### config.mk
export PLATFORM = sky130hd
export DESIGN_NAME = load_unit
export DESIGN_NICKNAME = d
export VERILOG_FILES = /design/src/rtl/lsu_pkg.sv /design/src/rtl/load_extract.sv /design/src/rtl/load_unit.sv
export SDC_FILE = /design/constraint.sdc
export NUM_CORES = 1
export LEC_CHECK = 0
export BUFFER_PORTS_ARGS = -buffer_cell sky130_fd_sc_hd__buf_2
export CAP_MARGIN = 20
export CORE_MARGIN = 2
export CORE_UTILIZATION = 50
export DETAILED_ROUTE_END_ITERATION = 10
export PLACE_DENSITY_LB_ADDON = 0.25
export RECOVER_POWER = 25
export SLEW_MARGIN = 20
export SYNTH_ARGS = -nofsm -noshare
export SYNTH_HDL_FRONTEND = slang
export SYNTH_SLANG_ARGS = --single-unit
### constraint.sdc
create_clock -name iclk -period 2.3 [get_ports iclk]
set_input_delay 0.115 -clock iclk [delete_from_list [all_inputs] [get_ports iclk]]
set_output_delay 0.115 -clock iclk [all_outputs]
set_load 0.1 [all_outputs]
### src/rtl/lsu_pkg.sv
// Shared load/store path constants: funct3 load codes, load FSM state encodings
// and store byte-enable size codes.
package lsu_pkg;

    localparam logic [2:0] LP_LB  = 3'b000;
    localparam logic [2:0] LP_LH  = 3'b001;
    localparam logic [2:0] LP_LW  = 3'b010;
    localparam logic [2:0] LP_LBU = 3'b100;
    localparam logic [2:0] LP_LHU = 3'b101;

    localparam logic [1:0] LP_IDLE = 2'd0;
    localparam logic [1:0] LP_READ = 2'd1;
    localparam logic [1:0] LP_RESP = 2'd2;

    // Size codes line up with funct3[1:0] so the store path can reuse them directly.
    localparam logic [1:0] LP_STORE_BYTE = 2'b00;
    localparam logic [1:0] LP_STORE_HALF = 2'b01;
    localparam logic [1:0] LP_STORE_WORD = 2'b10;

endpackage

### src/rtl/load_extract.sv
// Combinational lane select and sign/zero extension for loads.
// Macro LOAD_MISALIGN_TRAP_EN: when defined, an LW at a non-zero offset reports an error.
module load_extract
    import lsu_pkg::*;
(
    input  logic [31:0] iword,
    input  logic [1:0]  ioffset,
    input  logic [2:0]  ifunct3,
    output logic [31:0] odata,
    output logic        oerr
);

    logic [31:0] rot;

    // Rotate right by whole bytes, so halves at offset 3 wrap within the word.
    always_comb begin
        rot = iword;
        case (ioffset)
            2'd0: rot = iword;
            2'd1: rot = {iword[7:0],  iword[31:8]};
            2'd2: rot = {iword[15:0], iword[31:16]};
            2'd3: rot = {iword[23:0], iword[31:24]};
            default: rot = iword;
        endcase
    end

    always_comb begin
        odata = '0;
        oerr  = 1'b0;
        case (ifunct3)
            LP_LB:  odata = {{24{rot[7]}}, rot[7:0]};
            LP_LH:  odata = {{16{rot[15]}}, rot[15:0]};
            LP_LBU: odata = {24'd0, rot[7:0]};
            LP_LHU: odata = {16'd0, rot[15:0]};
            LP_LW: begin
`ifdef LOAD_MISALIGN_TRAP_EN
                if (ioffset != 2'd0) begin
                    oerr = 1'b1;
                end else begin
                    odata = rot;
                end
`else
                odata = rot;
`endif
            end
            default: oerr = 1'b1;
        endcase
    end

endmodule

### src/rtl/load_unit.sv
// Load initiator: accepts one request, reads a word, returns a tagged, extended result.
// Macro LOAD_MISALIGN_TRAP_EN (see load_extract) selects misaligned-LW behaviour.
module load_unit
    import lsu_pkg::*;
#(
    parameter int MP_DATA_WIDTH = 32,
    parameter int MP_ADDR_WIDTH = 8,
    parameter int MP_TAG_WIDTH  = 5
) (
    input  logic                     iclk,
    input  logic                     irst,
    input  logic                     ireq_valid,
    output logic                     oreq_ready,
    input  logic [MP_ADDR_WIDTH-1:0] ireq_addr,
    input  logic [2:0]               ireq_funct3,
    input  logic [MP_TAG_WIDTH-1:0]  ireq_tag,
    output logic [MP_ADDR_WIDTH-1:0] omem_addr,
    output logic                     omem_ren,
    input  logic [MP_DATA_WIDTH-1:0] imem_rdata,
    output logic                     orsp_valid,
    input  logic                     irsp_ready,
    output logic [MP_DATA_WIDTH-1:0] orsp_data,
    output logic [MP_TAG_WIDTH-1:0]  orsp_tag,
    output logic                     orsp_err
);

    logic [1:0]               state_q,    state_d;
    logic [1:0]               off_q,      off_d;
    logic [2:0]               funct3_q,   funct3_d;
    logic [MP_TAG_WIDTH-1:0]  tag_q,      tag_d;
    logic [MP_ADDR_WIDTH-1:0] mem_addr_q, mem_addr_d;
    logic                     mem_ren_q,  mem_ren_d;
    logic                     rsp_valid_q, rsp_valid_d;
    logic [MP_DATA_WIDTH-1:0] rsp_data_q, rsp_data_d;
    logic [MP_TAG_WIDTH-1:0]  rsp_tag_q,  rsp_tag_d;
    logic                     rsp_err_q,  rsp_err_d;

    logic                     req_ready;
    logic                     accept;
    logic [MP_DATA_WIDTH-1:0] ext_data;
    logic                     ext_err;

    load_extract u_extract (
        .iword   (imem_rdata),
        .ioffset (off_q),
        .ifunct3 (funct3_q),
        .odata   (ext_data),
        .oerr    (ext_err)
    );

    assign req_ready = !irst && ((state_q == LP_IDLE) ||
                                 ((state_q == LP_RESP) && irsp_ready));
    assign accept    = ireq_valid && req_ready;

    always_comb begin
        state_d     = state_q;
        off_d       = off_q;
        funct3_d    = funct3_q;
        tag_d       = tag_q;
        mem_addr_d  = mem_addr_q;
        mem_ren_d   = mem_ren_q;
        rsp_valid_d = rsp_valid_q;
        rsp_data_d  = rsp_data_q;
        rsp_tag_d   = rsp_tag_q;
        rsp_err_d   = rsp_err_q;

        case (state_q)
            LP_IDLE: begin
                if (accept) begin
                    state_d = LP_READ;
                end
            end
            LP_READ: begin
                state_d     = LP_RESP;
                mem_ren_d   = 1'b0;
                rsp_valid_d = 1'b1;
                rsp_data_d  = ext_data;
                rsp_err_d   = ext_err;
                rsp_tag_d   = tag_q;
            end
            LP_RESP: begin
                if (irsp_ready) begin
                    rsp_valid_d = 1'b0;
                    state_d     = accept ? LP_READ : LP_IDLE;
                end
            end
            default: begin
                state_d     = LP_IDLE;
                mem_ren_d   = 1'b0;
                rsp_valid_d = 1'b0;
            end
        endcase

        // Request capture is shared by the IDLE and RESP-retire accept paths.
        if (accept) begin
            off_d      = ireq_addr[1:0];
            funct3_d   = ireq_funct3;
            tag_d      = ireq_tag;
            mem_addr_d = {ireq_addr[MP_ADDR_WIDTH-1:2], 2'b00};
            mem_ren_d  = 1'b1;
        end
    end

    always_ff @(posedge iclk) begin
        if (irst) begin
            state_q     <= LP_IDLE;
            off_q       <= '0;
            funct3_q    <= '0;
            tag_q       <= '0;
            mem_addr_q  <= '0;
            mem_ren_q   <= 1'b0;
            rsp_valid_q <= 1'b0;
            rsp_data_q  <= '0;
            rsp_tag_q   <= '0;
            rsp_err_q   <= 1'b0;
        end else begin
            state_q     <= state_d;
            off_q       <= off_d;
            funct3_q    <= funct3_d;
            tag_q       <= tag_d;
            mem_addr_q  <= mem_addr_d;
            mem_ren_q   <= mem_ren_d;
            rsp_valid_q <= rsp_valid_d;
            rsp_data_q  <= rsp_data_d;
            rsp_tag_q   <= rsp_tag_d;
            rsp_err_q   <= rsp_err_d;
        end
    end

    assign oreq_ready = req_ready;
    assign omem_addr  = mem_addr_q;
    assign omem_ren   = mem_ren_q;
    assign orsp_valid = rsp_valid_q;
    assign orsp_data  = rsp_data_q;
    assign orsp_tag   = rsp_tag_q;
    assign orsp_err   = rsp_err_q;

endmodule

==> key figures <==
Finish
  • Layout cells sized above 1: a little over a quarter
  • Ant. Diodes: 0
  • Area Overhead vs Synth: 24.0%
  • Most frequent cells in the layout: buf_2 (76), dfxtp_1 (57), nand2_1 (44)
  • Post-route cell area: ~3500 um2
  • Final nets: 455
  • Commonest non-fill, non-tap cell in the layout: buf_2
  • Post-Layout Cell Count: 480

Critical path
  • Crit Path Category: reg -> reg
  • Worst setup EP type: register
  • CP required: between 2 and 3 ns
  • Crit path from: off_q[1]
  • Launching point of the worst reg2reg path: off_q[1]
  • Crit path buf inv count: 2
  • Critical Path, Cell by Cell: buf_4, inv_1, nand2b_1, o22ai_1, a221o_1
  • Slowest stage delay, CP: 0.53 ns
  • Critical path depth: 5
  • Worst path arrival time: about 2.3 ns
  • Top delay family on crit path: compound AO/OA/AOI/OAI gates
  • R2r setup slk: 0.22 ns
  • CP max FO: 16
  • Crit-path slowest cell: nand2b_1
  • Worst R2R End: orsp_data[31]
  • Startpoint types: register
  • Crit path to: orsp_data[31]
  • Worst Reg-to-Reg Cells: 5

STA
  • Max Clock Skew: 0.0133 ns
  • Slew Viols, Final: 0
  • Slew HR: roughly 22%
  • Hold WS: a little over 0.03 ns
  • Min Tclk post-route: between 2 and 2.5 ns
  • RSZ-0062 raised after global routing: no
  • Max frequency: between 0.4 and 0.5 GHz
  • Setup violators final: 0
  • Setup TNS: 0 ns
  • Final hold vios: 0
  • Final period util: 90.5%
  • Actual slew at the worst max-slew pin: roughly 1.2 ns

GRT
  • GRT met3 Usage: 5.57%
  • Remaining Overflow, GRT: 0
  • Grt met2 use: between 30% and 40%
  • First-pass GRT wire length: between 10 and 15 mm
  • Initial antenna violation count: 0
  • Gr busiest metal: met2
  • GRT Total Usage: approximately 25%
  • GRT met1 Usage: a little under a third
  • Vias in the first global route: about 2,600
  • Largest net degree at the start of global routing: 44

Yosys
  • Register area share after synthesis: between 40% and 50%
  • Post-synth top area share: approximately two fifths
  • Cell count after synthesis: approximately 320
  • Synthesis Warnings: 0
  • Synth unique cells: 31
  • Synth area leader: dfxtp_1
  • Synth top area cells: dfxtp_1 (41%), mux2i_1 (14%), nand2_1 (5.9%)
  • #FFs+latches synth: just under 60
  • Syn_area_per_cell: 8.93 um2
  • Mapped Area: approximately 2800 um2

Die
  • Die Wd: a little under 80 um
  • Chip Height: roughly 80 um
  • # rows: 27
  • Initial Utilization: 51.6%
  • Area of the core: 5470 um2
  • Total die area: 6260 um2
  • I/O Pins: 101

Clock network
  • Clk_lat worst skew: ~0.34 ns
  • Hold Buf Count CTS: 0
  • CTS sink cnt: 58
  • CTS tree: done
  • CTS H-tree lvls: 3
  • Post-CTS resize count: 0
  • Clock Root Buffer: clkbuf_8
  • Post-CTS Setup Repair Bufs: 0
  • Clk buf depth: 2
  • CTS buffer count: 9
  • Clock Pin Slew Worst Setup and Hold Paths: 0.07 ns

Detailed routing
  • Routed vias: approximately 2,800
  • Vias/cell: approximately 6
  • # DRC: 0
  • DRT iter0 DRCs: just under 200
  • Wire per inst: approximately 16 um
  • Post-Route WL: between 7 and 8 mm
  • Final ANT Viol Nets: 0
  • Pre-antenna DRT Iters: 4

Run
  • Max_cap viols: 0

Place
  • GPL Wtd Cong: slightly above 0.8
  • Placed Area: about 3300 um2
  • I/O Buffers: roughly 100
  • HPWL Detailed: 5.33 mm
  • Placed Cells: between 400 and 500

Min path
  • Hold WC Path Type: in -> reg
  • Hold Startpoint: ireq_addr[6]

Power and ir drop
  • Max rail drop VDD: roughly 0.6 mV
  • Pwr Density: between 800 and 900 nW/um2
  • Pleak: 1.41 nW

Status
  • Status: finished clean
==> cell type report <==
type,instances,area [um2]
Clock buffer,11,141
Clock inverter,5,77.6
Fill cell,507,1970
Inverter,3,11.3
Multi-Input combinational cell,224,1490
Sequential cell,58,1160
Tap cell,72,90.1
Timing Repair Buffer,107,527
==> cell usage after synthesis, drive strengths merged <==
| cell type | instances |
|---|---|
| nor3 | 12 |
| mux2i | 39 |
| nor2b | 3 |
| o22ai | 16 |
| nor2 | 17 |
| conb | 1 |
| nand3 | 17 |
| a21oi | 29 |
| or3b | 1 |
| buf | 16 |
| o21a | 1 |
| or2 | 1 |
| o21ai | 1 |
| inv | 3 |
| mux4 | 3 |
| dfxtp | 58 |
| nor4b | 1 |
| clkbuf | 16 |
| a311oi | 1 |
| nand2b | 3 |
| nand2 | 44 |
| or4 | 1 |
| a22oi | 1 |
| a221oi | 7 |
| a221o | 16 |
| a32oi | 7 |
| and2 | 1 |
==> registers in the layout (all words and copies together), names as in the netlist <==
| register | count |
|---|---|
| off_q | 2 |
| orsp_data | 32 |
| tag_q | 5 |
| orsp_valid | 1 |
| omem_ren | 1 |
| funct3_q | 3 |
| orsp_err | 1 |
| orsp_tag | 5 |
| omem_addr | 6 |
| state_q | 2 |
==> metrics by stage <==
stage	setup slack, ns	utilization [%]	power [mW]
after global routing	0.0986	63.9	2.96
after global placement	0.305	60.3	1.82
after CTS	0.246	64.3	2.86
final	0.219	63.9	2.85
after detailed placement	0.279	60.3	1.83
after floorplan	0.630	-	1.68
==> power breakdown <==
part	leakage, nW	internal, mW	switching, mW
Clock	0.109	0.636	0.407
Combinational	0.829	0.167	0.548
Sequential	0.473	1.06	0.0377
==> how the worst min path moves through the flow <==
| stage | to | slack, ns | depth (start not counted) |
|---|---|---|---|
| floorplan | funct3_q[0] | 0.26 | 2 |
| CTS | tag_q[4] | 0.02 | 3 |
| finish | omem_addr[6] | 0.03 | 3 |
| global placement | omem_addr[7] | 0.37 | 3 |
| global route | omem_addr[7] | 0.04 | 3 |
| detailed placement | omem_addr[7] | 0.37 | 3 |
==> per-layer routing <==
metal	routed length [um]	up-vias	share of wire, %
li1	-	1343	-
met1	3300	1317	43
met2	3640	124	47
met3	538	19	7.0
met4	195	0	2.5
met5	0	-	0
==> logic make-up after synthesis <==
| group | synth area share (%) |
|---|---|
| flip-flops | 41.1 |
| AO/OA/AOI/OAI | 19.7 |
| multiplexers | 16.2 |
| AND/OR/NAND/NOR | 16.3 |
| buffers and inverters | 6.47 |
| other | 0.133 |
==> worst min-delay path, cell delays in order <==
cell	delay, ns
buf_2	0.09
nand3_1	0.05
a21oi_1	0.05
(Power assumes the default switching activity.)
